File: src/rtl/eth_frame_tx_gen.sv
// eth_frame_tx_gen: GMII-rate Ethernet test-frame generator.
// Sends preamble, SFD, broadcast DA, SRC_MAC, ETHERTYPE, a counting payload
// and the CRC-32 FCS, one byte per clock, followed by IPG_BYTES idle cycles.
// Ports:
//   clk        - byte clock
//   rst        - asynchronous active-high reset
//   start      - single-cycle frame request (one request is queued while busy)
//   gmii_txd   - transmit byte
//   gmii_tx_en - high for preamble, SFD, header, payload and FCS bytes
//   sfd_tx     - high in the cycle the SFD (0xD5) is driven
//   busy       - high from the first preamble byte through the last IPG cycle
//   frame_cnt  - completed-frame count, wraps at 16 bits
module eth_frame_tx_gen #(
    parameter int unsigned PAYLOAD_LEN = 46,
    parameter int unsigned IPG_BYTES   = 12,
    parameter logic [47:0] SRC_MAC     = 48'h020000000001,
    parameter logic [15:0] ETHERTYPE   = 16'h88B5,
    parameter int unsigned AUTO_PERIOD = 0
) (
    input  logic        clk,
    input  logic        rst,
    input  logic        start,
    output logic [7:0]  gmii_txd,
    output logic        gmii_tx_en,
    output logic        sfd_tx,
    output logic        busy,
    output logic [15:0] frame_cnt
);

    localparam int unsigned CNT_W   = 11;
    localparam int unsigned AUTO_W  = 32;
    localparam int unsigned PRE_LEN = 7;
    localparam int unsigned HDR_LEN = 14;
    localparam int unsigned FCS_LEN = 4;

    typedef enum logic [2:0] {
        S_IDLE, S_PRE, S_SFD, S_HDR, S_PAY, S_FCS, S_IPG
    } state_t;

    state_t              state_q, state_d;
    logic [CNT_W-1:0]    cnt_q, cnt_d;
    logic                pending_q, pending_d;
    logic [15:0]         frame_cnt_q, frame_cnt_d;
    logic [31:0]         crc_q, crc_d;
    logic [AUTO_W-1:0]   auto_cnt_q, auto_cnt_d;
    logic [7:0]          txd_q, txd_d;
    logic                tx_en_q, tx_en_d;
    logic                sfd_q, sfd_d;
    logic                busy_q, busy_d;
    logic                auto_pulse;
    logic                req;
    logic [31:0]         fcs_word;

    // One byte of reflected CRC-32 (poly 0xEDB88320).
    function automatic logic [31:0] crc_next(input logic [31:0] c, input logic [7:0] b);
        logic [31:0] r;
        r = c ^ {24'h0, b};
        for (int i = 0; i < 8; i++) begin
            r = r[0] ? ((r >> 1) ^ 32'hEDB88320) : (r >> 1);
        end
        return r;
    endfunction

    // Header byte idx: broadcast DA, then SRC_MAC and ETHERTYPE, MSB byte first.
    function automatic logic [7:0] hdr_byte(input logic [CNT_W-1:0] idx);
        logic [47:0] sa;
        sa = SRC_MAC << (8 * (32'(idx) - 32'd6));
        if (idx < CNT_W'(6))        return 8'hFF;
        else if (idx < CNT_W'(12))  return sa[47:40];
        else if (idx == CNT_W'(12)) return ETHERTYPE[15:8];
        else                        return ETHERTYPE[7:0];
    endfunction

    // Next state, then the registered byte for whatever state comes next.
    always_comb begin
        state_d     = state_q;
        cnt_d       = cnt_q + CNT_W'(1);
        pending_d   = pending_q;
        frame_cnt_d = frame_cnt_q;
        crc_d       = crc_q;
        auto_cnt_d  = auto_cnt_q;
        auto_pulse  = 1'b0;
        txd_d       = 8'h00;
        tx_en_d     = 1'b0;
        sfd_d       = 1'b0;
        fcs_word    = ~crc_q;

        if (AUTO_PERIOD != 0) begin
            if (auto_cnt_q == AUTO_W'(AUTO_PERIOD - 1)) begin
                auto_cnt_d = '0;
                auto_pulse = 1'b1;
            end else begin
                auto_cnt_d = auto_cnt_q + AUTO_W'(1);
            end
        end
        req = start | auto_pulse;

        case (state_q)
            S_IDLE: begin
                cnt_d = '0;
                if (req || pending_q) begin
                    state_d   = S_PRE;
                    pending_d = 1'b0;
                end
            end
            S_PRE: begin
                pending_d = pending_q | req;
                if (cnt_q == CNT_W'(PRE_LEN - 1)) begin
                    state_d = S_SFD;
                    cnt_d   = '0;
                end
            end
            S_SFD: begin
                pending_d = pending_q | req;
                state_d   = S_HDR;
                cnt_d     = '0;
            end
            S_HDR: begin
                pending_d = pending_q | req;
                if (cnt_q == CNT_W'(HDR_LEN - 1)) begin
                    state_d = S_PAY;
                    cnt_d   = '0;
                end
            end
            S_PAY: begin
                pending_d = pending_q | req;
                if (cnt_q == CNT_W'(PAYLOAD_LEN - 1)) begin
                    state_d = S_FCS;
                    cnt_d   = '0;
                end
            end
            S_FCS: begin
                pending_d = pending_q | req;
                if (cnt_q == CNT_W'(FCS_LEN - 2)) begin
                    // The next byte is the last FCS byte: count the frame with it.
                    frame_cnt_d = frame_cnt_q + 16'd1;
                end
                if (cnt_q == CNT_W'(FCS_LEN - 1)) begin
                    state_d = S_IPG;
                    cnt_d   = '0;
                end
            end
            S_IPG: begin
                if (cnt_q == CNT_W'(IPG_BYTES - 1)) begin
                    cnt_d     = '0;
                    pending_d = 1'b0;
                    state_d   = (req || pending_q) ? S_PRE : S_IDLE;
                end else begin
                    pending_d = pending_q | req;
                end
            end
            default: begin
                state_d = S_IDLE;
                cnt_d   = '0;
            end
        endcase

        case (state_d)
            S_PRE: begin
                txd_d   = 8'h55;
                tx_en_d = 1'b1;
                crc_d   = 32'hFFFFFFFF;
            end
            S_SFD: begin
                txd_d   = 8'hD5;
                tx_en_d = 1'b1;
                sfd_d   = 1'b1;
            end
            S_HDR: begin
                txd_d   = hdr_byte(cnt_d);
                tx_en_d = 1'b1;
                crc_d   = crc_next(crc_q, txd_d);
            end
            S_PAY: begin
                // frame_cnt is stable for the whole frame, so byte 0 tags the frame.
                txd_d   = (cnt_d == '0) ? frame_cnt_q[7:0] : 8'(cnt_d - CNT_W'(1));
                tx_en_d = 1'b1;
                crc_d   = crc_next(crc_q, txd_d);
            end
            S_FCS: begin
                txd_d   = fcs_word[{cnt_d[1:0], 3'b000} +: 8];
                tx_en_d = 1'b1;
            end
            default: begin
                txd_d   = 8'h00;
            end
        endcase

        busy_d = (state_d != S_IDLE);
    end

    // State and registered outputs.
    always_ff @(posedge clk or posedge rst) begin
        if (rst) begin
            state_q     <= S_IDLE;
            cnt_q       <= '0;
            pending_q   <= 1'b0;
            frame_cnt_q <= '0;
            crc_q       <= 32'hFFFFFFFF;
            auto_cnt_q  <= '0;
            txd_q       <= 8'h00;
            tx_en_q     <= 1'b0;
            sfd_q       <= 1'b0;
            busy_q      <= 1'b0;
        end else begin
            state_q     <= state_d;
            cnt_q       <= cnt_d;
            pending_q   <= pending_d;
            frame_cnt_q <= frame_cnt_d;
            crc_q       <= crc_d;
            auto_cnt_q  <= auto_cnt_d;
            txd_q       <= txd_d;
            tx_en_q     <= tx_en_d;
            sfd_q       <= sfd_d;
            busy_q      <= busy_d;
        end
    end

    assign gmii_txd   = txd_q;
    assign gmii_tx_en = tx_en_q;
    assign sfd_tx     = sfd_q;
    assign busy       = busy_q;
    assign frame_cnt  = frame_cnt_q;

endmodule

File: config.mk
export PLATFORM = sky130hd
export DESIGN_NAME = eth_frame_tx_gen
export DESIGN_NICKNAME = d
export VERILOG_FILES = /design/src/rtl/eth_frame_tx_gen.sv
export SDC_FILE = /design/constraint.sdc
export NUM_CORES = 1
export LEC_CHECK = 0
export ABC_CLOCK_PERIOD_IN_PS = 5100
export BUFFER_PORTS_ARGS = -buffer_cell sky130_fd_sc_hd__buf_2
export CORE_MARGIN = 1
export CORE_UTILIZATION = 57
export DETAILED_ROUTE_END_ITERATION = 7
export PLACE_DENSITY = 0.84
export RECOVER_POWER = 100
export SYNTH_ARGS = -nofsm -noshare
export SYNTH_HDL_FRONTEND = slang
export SYNTH_SLANG_ARGS = --single-unit
export TNS_END_PERCENT = 50
File: constraint.sdc
create_clock -name clk -period 5.1 [get_ports clk]
set_clock_uncertainty 0.1 [all_clocks]
set_input_delay 0.51 -clock clk [delete_from_list [all_inputs] [get_ports clk]]
set_output_delay 0.51 -clock clk [all_outputs]
set_load 0.005 [all_outputs]
==> results.toml <==
[status]
outcome = "finished, violations left"
violations = "capacitance limit, slew limit"

[clock_network]
cts_max_level = 3
clkTransAtPathRegs_ps = 60
cts_buffer_depth = 2
clk_latency_ps = 350
cts_hold_buf = 0
tritoncts = "yes"
cts-root-buf = "clkbuf_16"
clkSinkCount = 74
cts_buffers = 9

[cells_and_area]
fillerInstances = 978
design_area_um2 = 7290
layout.nets = 773
multi_input_area_um2 = 4450
seqCellArea_um2 = 1890
n_antenna_cell = 0
postLayoutCoreUtil_pct = 63.5
syn_to_final_growth_pct = 8.49
drive_above_1_share_pct = 20.6

[global_route]
grt_max_degree = 43
grt-ovfl-total = 0
grt_usage_pct = 32.2
antenna_found_initial = 0
grt_pass1_wl_mm = 31.0
grt_pass1_vias = 5666

[routing]
route.met2.wl_mm = 8.62
dr.first_iter.drc_count = 704
vias_per_cell = 6.44
wl_per_cell_um = 21.1
dr.pass1.iters = 5
drt-total-wl_mm = 19.2
wl_met3_mm = 1.77
drc_errors = 0
top_layer = "met4"
dr_total_vias = 5863
antenna_left = 0
met1_length_mm = 8.39

[sta]
finalCritPeriodShare_pct = 95.4
max_freq_mhz = 206
setup_viol = 0
rsz0062_at_grt = "no"
tightest_slew_ps = 2270
finalCriticalPeriod_ps = 4860
fin_setup_tns_ps = 0
hold_viol = 0
slew_viol_final = 43
relSlewSlack_pct = -51.3

[critical_path]
cp.arrival_ps = 5030
worstPathCellList = "or4_4, nor4_4, a2bb2oi_4, nand2_2, nand2_1, inv_1, ha_1, nor3_1, a31oi_1, nor3_2, nand4bb_4, o311ai_2, clkbuf_2, xnor2_4, xnor2_2, xor2_1, o211ai_2"
cp_num_buf_inv = 2
start_kind = "flop"
cp_top_family = "simple AND/OR/NAND/NOR gates"
critPathSlowestCell = "or4_4"
end_kind = "flop"
critPathMaxFanout = 9
crit_type = "reg -> reg"
cp_slowest_stage_delay_ps = 590
required_ps = 5270

[die]
start_util_pct = 58.6
coreArea_um2 = 11500
dieHeight_um = 111
fp.dieArea_um2 = 12200
dieWidth_um = 111
rows = 39
ios = 30

[synthesis]
synth_nets = 733
synth.ff_latch_count = 74
synth-edff-count = 0
yosysWarnings = 0
postSynthAreaPerCell_um2 = 9.30
synthArstFlopShare_pct = 100
yosysSeqAreaShare_pct = 28.2
synthFlopType = "dfrtp_1"
synthCells = 722
synth_area_um2 = 6720
synthDistinctLibCells = 109

[pwr]
switching_share_pct = 22.3
p_clk_share_pct = 51.8
p_comb_share_pct = 1.0
p_sw_uw = 278
ir_drop_mv = 0.194
p_per_area_nw_per_um2 = 171
internal_power_uw = 969
seq_power_share_pct = 47.2
p_leak_nw = 2.93

[place]
dp_hpwl_mm = 13.9
dpl-instance-area_um2 = 7080
globalplace.congestion = 0.999
port_buffers = 29

[hold_path]
hold_path_class = "reg -> reg"

[job]
drv_cap = 1
## synthesized netlist by cell type (4+ instances only)
cell,instances,share of area (%)
buf_6,6,1.0
xnor2_2,12,2.9
ha_1,8,1.5
a21boi_0,4,0.45
dfstp_2,32,13
o211ai_1,13,1.5
dfrtp_1,42,16
buf_2,5,0.37
buf_4,5,0.56
and2_1,4,0.37
xnor2_1,77,10
xor2_1,36,4.7
nor2_1,51,2.9
mux2_2,5,0.84
a211oi_1,4,0.45
o22a_1,9,1.2
or3_1,4,0.37
nor3_1,16,1.2
o22ai_1,9,0.84
o2111ai_1,4,0.52
clkbuf_8,4,0.82
clkbuf_1,14,0.78
nand4_1,7,0.65
o21a_1,5,0.56
nand2_1,78,4.4
o31ai_1,5,0.56
a31oi_1,4,0.37
nor2b_1,6,0.56
inv_1,18,1.0
and3b_1,4,0.52
nand2b_1,4,0.37
buf_1,5,0.28
a21oi_1,35,2.6
o21ai_0,39,2.9
nand3_1,30,2.2
a211o_1,5,0.65
and3_1,9,0.84
o221ai_1,6,0.78
## worst paths after layout
path	depth (start not counted)	startpoint	to	slack [ps]
min	1	frame_cnt[15]$_DFFE_PP0P_	frame_cnt[15]$_DFFE_PP0P_	370
max	17	cnt_q[7]$_DFF_PP0_	crc_q[29]$_DFFE_PP1P_	240
min reg2reg	1	frame_cnt[15]$_DFFE_PP0P_	frame_cnt[15]$_DFFE_PP0P_	370
max reg2reg	17	cnt_q[7]$_DFF_PP0_	crc_q[29]$_DFFE_PP1P_	240
min in group asynchronous	2	rst	gmii_txd[3]$_DFF_PP0_	430
max in group asynchronous	3	rst	gmii_txd[5]$_DFF_PP0_	1730
## timing repair
item	CTS	global route
setup buffers	0	1
resized for setup	0	2
endpoints found under the setup margin	0	8
## placed cells by master, fill, tap and decap left out, types with 17 or more instances in the layout
| cell | n |
|---|---|
| nor2_1 | 52 |
| buf_4 | 31 |
| dfrtp_1 | 42 |
| clkbuf_1 | 17 |
| buf_2 | 18 |
| o21ai_0 | 38 |
| a21oi_1 | 36 |
| xnor2_1 | 78 |
| xor2_1 | 36 |
| nand2_1 | 79 |
| nand3_1 | 30 |
| inv_1 | 18 |
| dfstp_2 | 32 |
## final cells by class
class,count,share of cell area (%)
clock buffers,10,3.14
clock inverters,6,0.893
inverters,19,0.979
multi-input cells,589,61.0
flip-flops and latches,74,26.0
well taps,143,2.46
repair buffers,69,5.53
## power by group through the flow
stage	Clock, mW	Sequential [mW]	Combinational (mW)
global route	0.671	0.588	0.0153
global placement	0	0.598	0.0137
floorplan	0	0.598	0.00834
detailed placement	0	0.598	0.0139
finish	0.646	0.588	0.0125
CTS	0.651	0.588	0.0140
## layer usage
metal / vias to the layer above / track usage, %
met5: - / 0
met1: 2823 / 45.7
met3: 34 / 6.31
li1: 2670 / -
met4: 0 / 11.3
met2: 336 / 49.1
## state kept, by name, indices dropped and copies added, names as in the netlist
signal      count
sfd_tx          1
state_q         3
gmii_tx_en      1
cnt_q          11
frame_cnt      16
busy            1
pending_q       1
crc_q          32
gmii_txd        8
## metrics by stage
| step | hold slack, ps | setup slack [ps] | power (mW) | std cells |
|---|---|---|---|---|
| after floorplan | 361 | 28.1 | 0.606 | 722 |
| after global placement | 358 | 340 | 0.612 | 893 |
| after detailed placement | 361 | 134 | 0.612 | 893 |
| after CTS | 200 | 111 | 1.25 | 909 |
| after global routing | 389 | 7.64 | 1.27 | 910 |
| final | 372 | 236 | 1.25 | 910 |
## cell families (layout without fill, tap and decap cells)
group / Yosys count / after routing / share of synthesized area, %
AOI/OAI and AO/OA: 179 / 179 / 20.6
adders and majority gates: 8 / 8 / 1.49
buffers and inverters: 59 / 104 / 5.05
xor gates and xnor gates: 141 / 141 / 23.2
and+or+nand+nor: 254 / 254 / 20.3
DFF: 74 / 74 / 28.2
muxes: 7 / 7 / 1.19
No activity file was read; power rests on OpenSTA's default activity.
